**src/rtl/fwd_hazard_unit_if.sv**
```systemverilog
// ID-stage request bundle into the forwarding/hazard unit and its stall/select results.
// Parameters must match the fwd_hazard_unit instance that the bundle is bound to.
interface fwd_hazard_unit_if #(
  parameter int REG_AW = 5,
  parameter int DEPTH  = 3,
  parameter int CNT_W  = 16
);
  localparam int SEL_W = $clog2(DEPTH + 1);

  logic              id_valid;
  logic [REG_AW-1:0] id_rs1;
  logic [REG_AW-1:0] id_rs2;
  logic              id_rs1_used;
  logic              id_rs2_used;
  logic [REG_AW-1:0] id_rd;
  logic              id_regwrite;
  logic              id_is_load;
  logic              flush;
  logic              stall;
  logic [SEL_W-1:0]  fwd_sel_a;
  logic [SEL_W-1:0]  fwd_sel_b;
  logic [CNT_W-1:0]  stall_cycles;

  modport master (
    output id_valid, id_rs1, id_rs2, id_rs1_used, id_rs2_used,
           id_rd, id_regwrite, id_is_load, flush,
    input  stall, fwd_sel_a, fwd_sel_b, stall_cycles
  );

  modport slave (
    input  id_valid, id_rs1, id_rs2, id_rs1_used, id_rs2_used,
           id_rd, id_regwrite, id_is_load, flush,
    output stall, fwd_sel_a, fwd_sel_b, stall_cycles
  );
endinterface

```
**src/rtl/fwd_hazard_unit.sv**
```systemverilog
// Forwarding-select and load-use stall unit tracking in-flight writers S1..S_DEPTH.
// stall is combinational from ID; fwd_sel_a/b are registered for EX one cycle later.
module fwd_hazard_unit #(
  parameter int REG_AW     = 5,
  parameter int DEPTH      = 3,
  parameter int LOAD_STAGE = 2,
  parameter int CNT_W      = 16
) (
  input logic           clk,
  input logic           rst_n,
  fwd_hazard_unit_if.slave hz
);
  localparam int SEL_W = $clog2(DEPTH + 1);

  typedef struct packed {
    logic              v;
    logic [REG_AW-1:0] rd;
    logic              wr;
    logic              ld;
  } ent_t;

  ent_t             sh [1:DEPTH];
  logic [SEL_W-1:0] sel_nxt [2];
  logic             lu [2];
  logic             stall;
  logic             accept;
  logic [SEL_W-1:0] sel_a_q;
  logic [SEL_W-1:0] sel_b_q;
  logic [CNT_W-1:0] cnt_q;

  // Scan oldest to youngest so the youngest matching writer is the last to assign.
  always_comb begin
    for (int o = 0; o < 2; o++) begin
      sel_nxt[o] = '0;
      lu[o]      = 1'b0;
      for (int k = DEPTH; k >= 1; k--) begin
        if (((o == 0) ? hz.id_rs1_used : hz.id_rs2_used) && hz.id_valid &&
            (((o == 0) ? hz.id_rs1 : hz.id_rs2) != '0) &&
            sh[k].v && sh[k].wr &&
            (sh[k].rd == ((o == 0) ? hz.id_rs1 : hz.id_rs2))) begin
          sel_nxt[o] = (k < DEPTH) ? SEL_W'(k + 1) : '0;
          lu[o]      = sh[k].ld && (k + 1 <= LOAD_STAGE);
        end
      end
    end
  end

  assign stall  = (lu[0] | lu[1]) & ~hz.flush;
  assign accept = hz.id_valid & ~stall & ~hz.flush;

  always_ff @(posedge clk or negedge rst_n) begin
    if (!rst_n) begin
      for (int k = 1; k <= DEPTH; k++) begin
        sh[k] <= '0;
      end
      sel_a_q <= '0;
      sel_b_q <= '0;
      cnt_q   <= '0;
    end else begin
      sh[1] <= accept ? '{v: 1'b1, rd: hz.id_rd, wr: hz.id_regwrite, ld: hz.id_is_load} : '0;
      for (int k = 2; k <= DEPTH; k++) begin
        sh[k] <= sh[k-1];
      end
      sel_a_q <= accept ? sel_nxt[0] : '0;
      sel_b_q <= accept ? sel_nxt[1] : '0;
      if (stall && (cnt_q != '1)) begin
        cnt_q <= cnt_q + 1'b1;
      end
    end
  end

  assign hz.stall        = stall;
  assign hz.fwd_sel_a    = sel_a_q;
  assign hz.fwd_sel_b    = sel_b_q;
  assign hz.stall_cycles = cnt_q;
endmodule

```
**src/flat_wrapper.sv**
```systemverilog
// flat-port wrapper written by rule: the top's interface ports become plain ports
module fwd_hazard_unit_flat 
#(
  parameter int REG_AW     = 5,
  parameter int DEPTH      = 3,
  parameter int LOAD_STAGE = 2,
  parameter int CNT_W      = 16
)
  (clk, rst_n, hz_id_valid, hz_id_rs1, hz_id_rs2, hz_id_rs1_used, hz_id_rs2_used, hz_id_rd, hz_id_regwrite, hz_id_is_load, hz_flush, hz_stall, hz_fwd_sel_a, hz_fwd_sel_b, hz_stall_cycles);
  fwd_hazard_unit_if #(.REG_AW(REG_AW), .DEPTH(DEPTH), .CNT_W(CNT_W)) hz_i ();
  input logic clk;
  input logic rst_n;
  input wire logic [$bits(hz_i.id_valid)-1:0] hz_id_valid;
  input wire logic [$bits(hz_i.id_rs1)-1:0] hz_id_rs1;
  input wire logic [$bits(hz_i.id_rs2)-1:0] hz_id_rs2;
  input wire logic [$bits(hz_i.id_rs1_used)-1:0] hz_id_rs1_used;
  input wire logic [$bits(hz_i.id_rs2_used)-1:0] hz_id_rs2_used;
  input wire logic [$bits(hz_i.id_rd)-1:0] hz_id_rd;
  input wire logic [$bits(hz_i.id_regwrite)-1:0] hz_id_regwrite;
  input wire logic [$bits(hz_i.id_is_load)-1:0] hz_id_is_load;
  input wire logic [$bits(hz_i.flush)-1:0] hz_flush;
  output wire logic [$bits(hz_i.stall)-1:0] hz_stall;
  output wire logic [$bits(hz_i.fwd_sel_a)-1:0] hz_fwd_sel_a;
  output wire logic [$bits(hz_i.fwd_sel_b)-1:0] hz_fwd_sel_b;
  output wire logic [$bits(hz_i.stall_cycles)-1:0] hz_stall_cycles;
  assign hz_i.id_valid = hz_id_valid;
  assign hz_i.id_rs1 = hz_id_rs1;
  assign hz_i.id_rs2 = hz_id_rs2;
  assign hz_i.id_rs1_used = hz_id_rs1_used;
  assign hz_i.id_rs2_used = hz_id_rs2_used;
  assign hz_i.id_rd = hz_id_rd;
  assign hz_i.id_regwrite = hz_id_regwrite;
  assign hz_i.id_is_load = hz_id_is_load;
  assign hz_i.flush = hz_flush;
  assign hz_stall = hz_i.stall;
  assign hz_fwd_sel_a = hz_i.fwd_sel_a;
  assign hz_fwd_sel_b = hz_i.fwd_sel_b;
  assign hz_stall_cycles = hz_i.stall_cycles;
  fwd_hazard_unit #(.REG_AW(REG_AW), .DEPTH(DEPTH), .LOAD_STAGE(LOAD_STAGE), .CNT_W(CNT_W)) u_core (.clk(clk), .rst_n(rst_n), .hz(hz_i));
endmodule
```
**config.mk**
```make
export PLATFORM = sky130hd
export DESIGN_NAME = fwd_hazard_unit_flat
export DESIGN_NICKNAME = d
export VERILOG_FILES = /design/src/rtl/fwd_hazard_unit_if.sv /design/src/rtl/fwd_hazard_unit.sv /design/src/flat_wrapper.sv
export SDC_FILE = /design/constraint.sdc
export NUM_CORES = 1
export LEC_CHECK = 0
export CAP_MARGIN = 20
export CELL_PAD_IN_SITES_DETAIL_PLACEMENT = 2
export CELL_PAD_IN_SITES_GLOBAL_PLACEMENT = 2
export CORE_MARGIN = 1.5
export CORE_UTILIZATION = 29
export CTS_BUF_LIST = sky130_fd_sc_hd__clkbuf_8
export DETAILED_ROUTE_END_ITERATION = 12
export HOLD_SLACK_MARGIN = 0.12
export MAX_ROUTING_LAYER = met4
export PLACE_DENSITY_LB_ADDON = 0.05
export REMOVE_ABC_BUFFERS = 1
export SLEW_MARGIN = 10
export SYNTH_ARGS = -nofsm -noshare
export SYNTH_HDL_FRONTEND = slang
export SYNTH_SLANG_ARGS = --single-unit
```
**constraint.sdc**
```tcl
create_clock -name clk -period 1.8 [get_ports clk]
set_input_delay 0.18 -clock clk [delete_from_list [all_inputs] [get_ports clk]]
set_output_delay 0.18 -clock clk [all_outputs]
set_load 0.02 [all_outputs]
```
---- After elaboration in Yosys (flattened, before gate mapping) ----
Cells that the tools add are included.
cells by class
  reductions and logical operators ........ 19
  muxes and demuxes ....................... 9
  bitwise logic cells ..................... 6
  add/sub/neg operators ................... 1
  equal/unequal tests ..................... 5
operators by type and width
  kind                                           number
  == test 5 bit                                  4
  logical AND 1 bit                              17
  adder 16 x 1 -> 16 bit, second input constant  1
  != test 16 bit, second input constant          1
  2-to-1 mux 2 bit                               6
  nonzero test 5 bit                             2
  2-to-1 mux 8 bit                               1
  bitwise AND 1 bit                              3
  2-to-1 mux 1 bit                               2
  NOT 1 bit                                      2
  OR 1 bit                                       1
storage, ports and cells
  register bits after elaboration ......... 35
  word-level logic and storage cells ...... 50
  bits of input ports ..................... 23
  output and inout bits ................... 21

---- Logic depth before layout (Yosys ltp) ----
  depth after elaboration ................. 12
  gate-level depth with buffers ........... 6
  mapped depth without buffers ............ 6

---- Worst setup path before layout ----
OpenSTA, ideal clock, no wires.
  path type ............................... register to register
  start point ............................. reg u_core.cnt_q[0] (netlist: u_core.hz.stall_cycles[0])
  end point ............................... reg u_core.cnt_q[1] (netlist: u_core.hz.stall_cycles[1])
  path slack .............................. -0.036 ns
  cell stages (with the launch flop) ...... 7
  path buffers ............................ 0
  arrival ................................. 1.711 ns
  data required time ...................... 1.675 ns
  library setup time ...................... 0.125 ns
  clock period less this slack ............ 1.836 ns
  path through ............................ dfrtp_1 ha_1 nand4_1 nor2_1 nand2_1 nand3_2 mux2_4
between the ends
  word-level cells in the longest chain between the ends .. 2
  elaborated cells between the ends (all ways) .. 3
  classes of those cells .................. add/sub: 1; eq/ne: 1; reduce/logical: 1
ends and longest elaborated chain
  item                                                            line                   source
  from (decl)                                                     fwd_hazard_unit.sv:29  logic [CNT_W-1:0] cnt_q;
  from (signal assigned)                                          fwd_hazard_unit.sv:67  cnt_q <= cnt_q + 1'b1;
  branches (longest 2 deep; another with adder 16 x 1 -> 16 bit)  --
Several ways; the timed one is not identified.
A chain may end at the register's enable or synchronous reset.

---- Worst setup path after layout ----
  start point ............................. reg u_core.sh[22] (netlist name)
  end point ............................... out hz_stall
between the ends
  word-level cells in the longest chain between the ends .. 5
  elaborated cells between the ends (all ways) .. 8
  classes of those cells .................. eq/ne: 2; mux: 2; bitwise: 2; reduce/logical: 2
ends and longest elaborated chain
  item                               line                   source
  from (decl)                        fwd_hazard_unit.sv:22  ent_t sh [1:DEPTH];
  from (signal, indexed assignment)  fwd_hazard_unit.sv:62  sh[k] <= sh[k-1];
  == test 5 bit                      fwd_hazard_unit.sv:40  (sh[k].rd == ((o == 0) ? hz.id_rs1 : hz.id_rs2))) begin
  logical AND 1 bit                  fwd_hazard_unit.sv:39  sh[k].v && sh[k].wr &&
  2-to-1 mux 1 bit                   fwd_hazard_unit.sv:37  if (((o == 0) ? hz.id_rs1_used : hz.id_rs2_used) && hz.id_valid &&
  OR 1 bit *                         fwd_hazard_unit.sv:48  assign stall = (lu[0] | lu[1]) & ~hz.flush;
  bitwise AND 1 bit *                fwd_hazard_unit.sv:48
  to (decl)                          flat_wrapper.sv:22     output wire logic [$bits(hz_i.stall)-1:0] hz_stall;
Every way passes the cells marked *; elsewhere a longest branch is shown, timed or not.

==> summary.md <==
| Metric | Value |
|---|---|
| DRT Pass-1 Iters | 4 |
| Minimum clock period | between 2 and 2.5 ns |
| Via/cell ratio | between 4 and 5 |
| Slowest CP cell | dfrtp_1 |
| Number of core rows | 27 |
| PwrDens | 570 nW/um^2 |
| Hold/Removal Path Class | in2async |
| Via total after detailed routing | 1494 |
| CTS root buffer | clkbuf_8 |
| Final net count | between 200 and 300 |
| Combinational share of power | between 10% and 20% |
| Residual DRC | 0 |
| Synth cell count leaders | dfrtp_1 (35), xnor2_1 (31), nand4_1 (20), and2_1 (8), and3_1 (7) |
| Post-synth EDFFs | 0 |
| Die area | roughly 6300 um^2 |
| RSZ-0062 raised after global routing | yes |
| Arr. time, crit path | about 1.8 ns |
| CTS H-tree depth | 2 |
| Critical Path RT | approximately 1.6 ns |
| Port bufs | 43 |
| Ys async rst share | 100% |
| Total power | 1540 uW |
| Mapped Area | 1700 um^2 |
| Clk sinks | 35 |
| YS warnings | 0 |
| Number of buffers created by CTS | 5 |
| Overflow after GRT | 0 |
| Layout cell share with drive strength beyond 1 | between 20 and 30% |
| Critical path origin | u_core.sh[22] |
| Delay-heaviest family, CP | simple AND/OR/NAND/NOR gates |
| Post-Place Worst Slack | -0.614 ns |
| Placer's final routability congestion estimate | 0.881 |
| Max-Cap Viols | 0 |
| Worst Max-Slew Pin Slew | 0.462 ns |
| Syn Area/Cell | ~11 um^2 |
| Largest net degree at the start of global routing | 36 |
| Final worst slack | -0.216 ns |
| Max Root-Sink Buffers | 2 |
| Sw Ratio | about a quarter |
| Core Area | ~5600 um^2 |
| Hpwl dp | 3830 um |
| Die span in y | 79.6 um |
| Die X | about 80 um |
| CTS tree | done |
| Crit Path Max Fanout | 3 |
| Worst r2r src | u_core.sh[19] |
| Sequential share of the synthesized area | slightly above 50% |
| Count leader, synth | dfrtp_1 |
| Slew Viols, Final | 0 |
| Final ANT Viol Nets | 0 |
| Synth area leaders | dfrtp_1 (51%), xnor2_1 (16%), nand4_1 (7.3%) |
| Synthesis-to-finish area growth | 58.9% |
| Hold Violations, Final | 0 |
| Fmax | between 0.4 and 0.5 GHz |
| Routed wire length on met3 | about 160 um |
| Post-synth top area cell | dfrtp_1 |
| Part of the cycle the worst path needs | 112% |
| R2r setup slk | -0.06 ns |
| First-pass GRT wire length | 8560 um |
| Total Routed Length | around 5300 um |
| Net Sw Power | 371 uW |
| Clock latency on the worst-skew pair | ~0.28 ns |
| Top sig layer | met4 |
| Mapped Cells | roughly 150 |
| Final count of negative-setup-slack endpoints | 13 |
| Starting Density | 30.5% |
| DR WL met2 | between 2000 and 3000 um |
| Internal power | approximately 1200 uW |
| Yosys reg bits | 35 |
| Slew Limit Headroom | between 60% and 70% |
| Reg power frac | 52.7% |
| Initial antenna violation count | 0 |
| Clk_skew | between 0.004 and 0.005 ns |
| Clock power frac | between 30% and 40% |
| I/O Pins | 44 |
| Top cell type's share of synthesized area | between 50% and 60% |
| Ant. Diodes | 0 |
| Hold Buf Count CTS | 0 |
| CTS clk-pin slew, worst paths | roughly 0.070 ns |
| WP buf/inv | 2 |
| Crit end category | primary output |
| Met1 WL | between 2000 and 2500 um |
| Per-cell routed wire length | around 18 um |
| Critical path class | reg2out |
| Total track usage | around 18% |
| Status | complete, but fails checks |
| CP Cell Sequence | xnor2_1, nand4_1, nor4_2, buf_4, o21a_1, buf_6 |
| Vias in the first global route | around 1700 |
| Crit-path max cell delay | roughly 0.43 ns |
| Failing checks | setup timing |
| Synth cell types | 28 |
| Initial drt markers | between 50 and 60 |
| Startpoint Class | register |
| Primary FF master, synth | dfrtp_1 |
| Leak Pwr | 0.00114 uW |
| Peak VDD IR | around 0.00026 V |
==> metal layers <==
layer	vias up	global-route usage (%)
met5	-	-
met4	0	4.74
met3	8	4.57
met2	31	30.8
met1	759	22.1
li1	696	-
==> power by group through the flow <==
stage / sequential [uW] / combinational [uW] / clock, uW
after floorplan: 824 / 54.4 / 0
after global placement: 826 / 175 / 0
after detailed placement: 826 / 181 / 0
after CTS: 812 / 187 / 540
after global routing: 813 / 225 / 576
final: 812 / 208 / 522
==> worst reg2reg max path, stage by stage, from the launching register on <==
cell and delay [ns]:
dfrtp_1 0.41, buf_6 0.14, xor2_4 0.15, a211o_1 0.32
o22ai_4 0.23, nand3_2 0.17, mux2_4 0.32
==> cells by family (layout without fill, tap and decap cells) <==
logic type / count (synthesis) / after routing / share of synthesized area (%)
simple gates: 64 / 64 / 22.0
mux: 1 / 1 / 0.881
flops: 35 / 35 / 51.4
compound gates: 9 / 9 / 5.14
xor+xnor: 35 / 35 / 18.0
buf+inv: 6 / 86 / 1.84
fa+ha+maj: 1 / 1 / 0.735
==> sequential cells by signal, summed over array words and instances (netlist names) <==
signal,flops
u_core.hz.fwd_sel_a,2
u_core.hz.fwd_sel_b,2
u_core.hz.stall_cycles,16
u_core.sh,15
==> final timing paths <==
check,to,cells after the start
max,hz_stall,6
min,u_core.sh[17],2
max reg2reg,u_core.hz.stall_cycles[1],6
min reg2reg,u_core.sh[12],0
max in group asynchronous,u_core.sh[18],2
min in group clk,u_core.sh[12],0
==> layout make-up <==
cell class | count | area, um^2
clock buffers | 5 | 68.8
clock inverters | 1 | 3.75
fillers | 572 | 2870
inverters | 4 | 22.5
multi-input cells | 110 | 928
flip-flops and latches | 35 | 877
well taps | 72 | 90.1
repair buffers | 76 | 714
==> cells in the final DEF (no fill, tap or decap) <==
master / instances
nand4_1: 20
nand2_1: 6
or4_1: 2
xnor2_1: 28
and2_4: 7
dfrtp_1: 34
nor2b_1: 1
and4_1: 2
xor2_4: 1
nor4_2: 2
a21oi_2: 2
buf_6: 9
and2_1: 1
xor2_2: 1
nand3_4: 2
clkbuf_8: 5
nor3_4: 1
nor3_2: 1
ha_1: 1
buf_4: 25
inv_1: 4
dfrtp_2: 1
a21o_1: 2
nor2_1: 5
o22ai_4: 1
xnor2_2: 3
o21a_1: 1
nor3b_1: 1
clkdlybuf4s50_1: 40
nand3_1: 1
mux2_4: 1
xor2_1: 2
a211o_1: 2
a211o_4: 1
nor3_1: 3
and3_1: 7
inv_8: 1
dlymetal6s2s_1: 2
nand3_2: 2
==> timing repair <==
action,in CTS,in global routing
setup endpoints to repair,28,28
pin swaps,8,21
endpoints found under the hold margin,0,0
gates resized for setup,10,35
setup buffers,3,0
==> per-stage QoR <==
| stage | instance area, um^2 | utilization [%] | hold WS [ns] | cells | setup TNS (ns) |
|---|---|---|---|---|---|
| CTS | 2550 | 45.7 | 0.324 | 303 | -0.157 |
| global placement | 2430 | 43.6 | 0.450 | 294 | -7.76 |
| global route | 2710 | 48.5 | 0.356 | 303 | -2.19 |
| floorplan | 1690 | - | -0.116 | 149 | -0.0359 |
| finish | 2710 | 48.5 | 0.313 | 303 | -0.429 |
| detailed placement | 2430 | 43.6 | 0.451 | 294 | -9.62 |
Note: power is estimated with default switching activity, not from simulation.
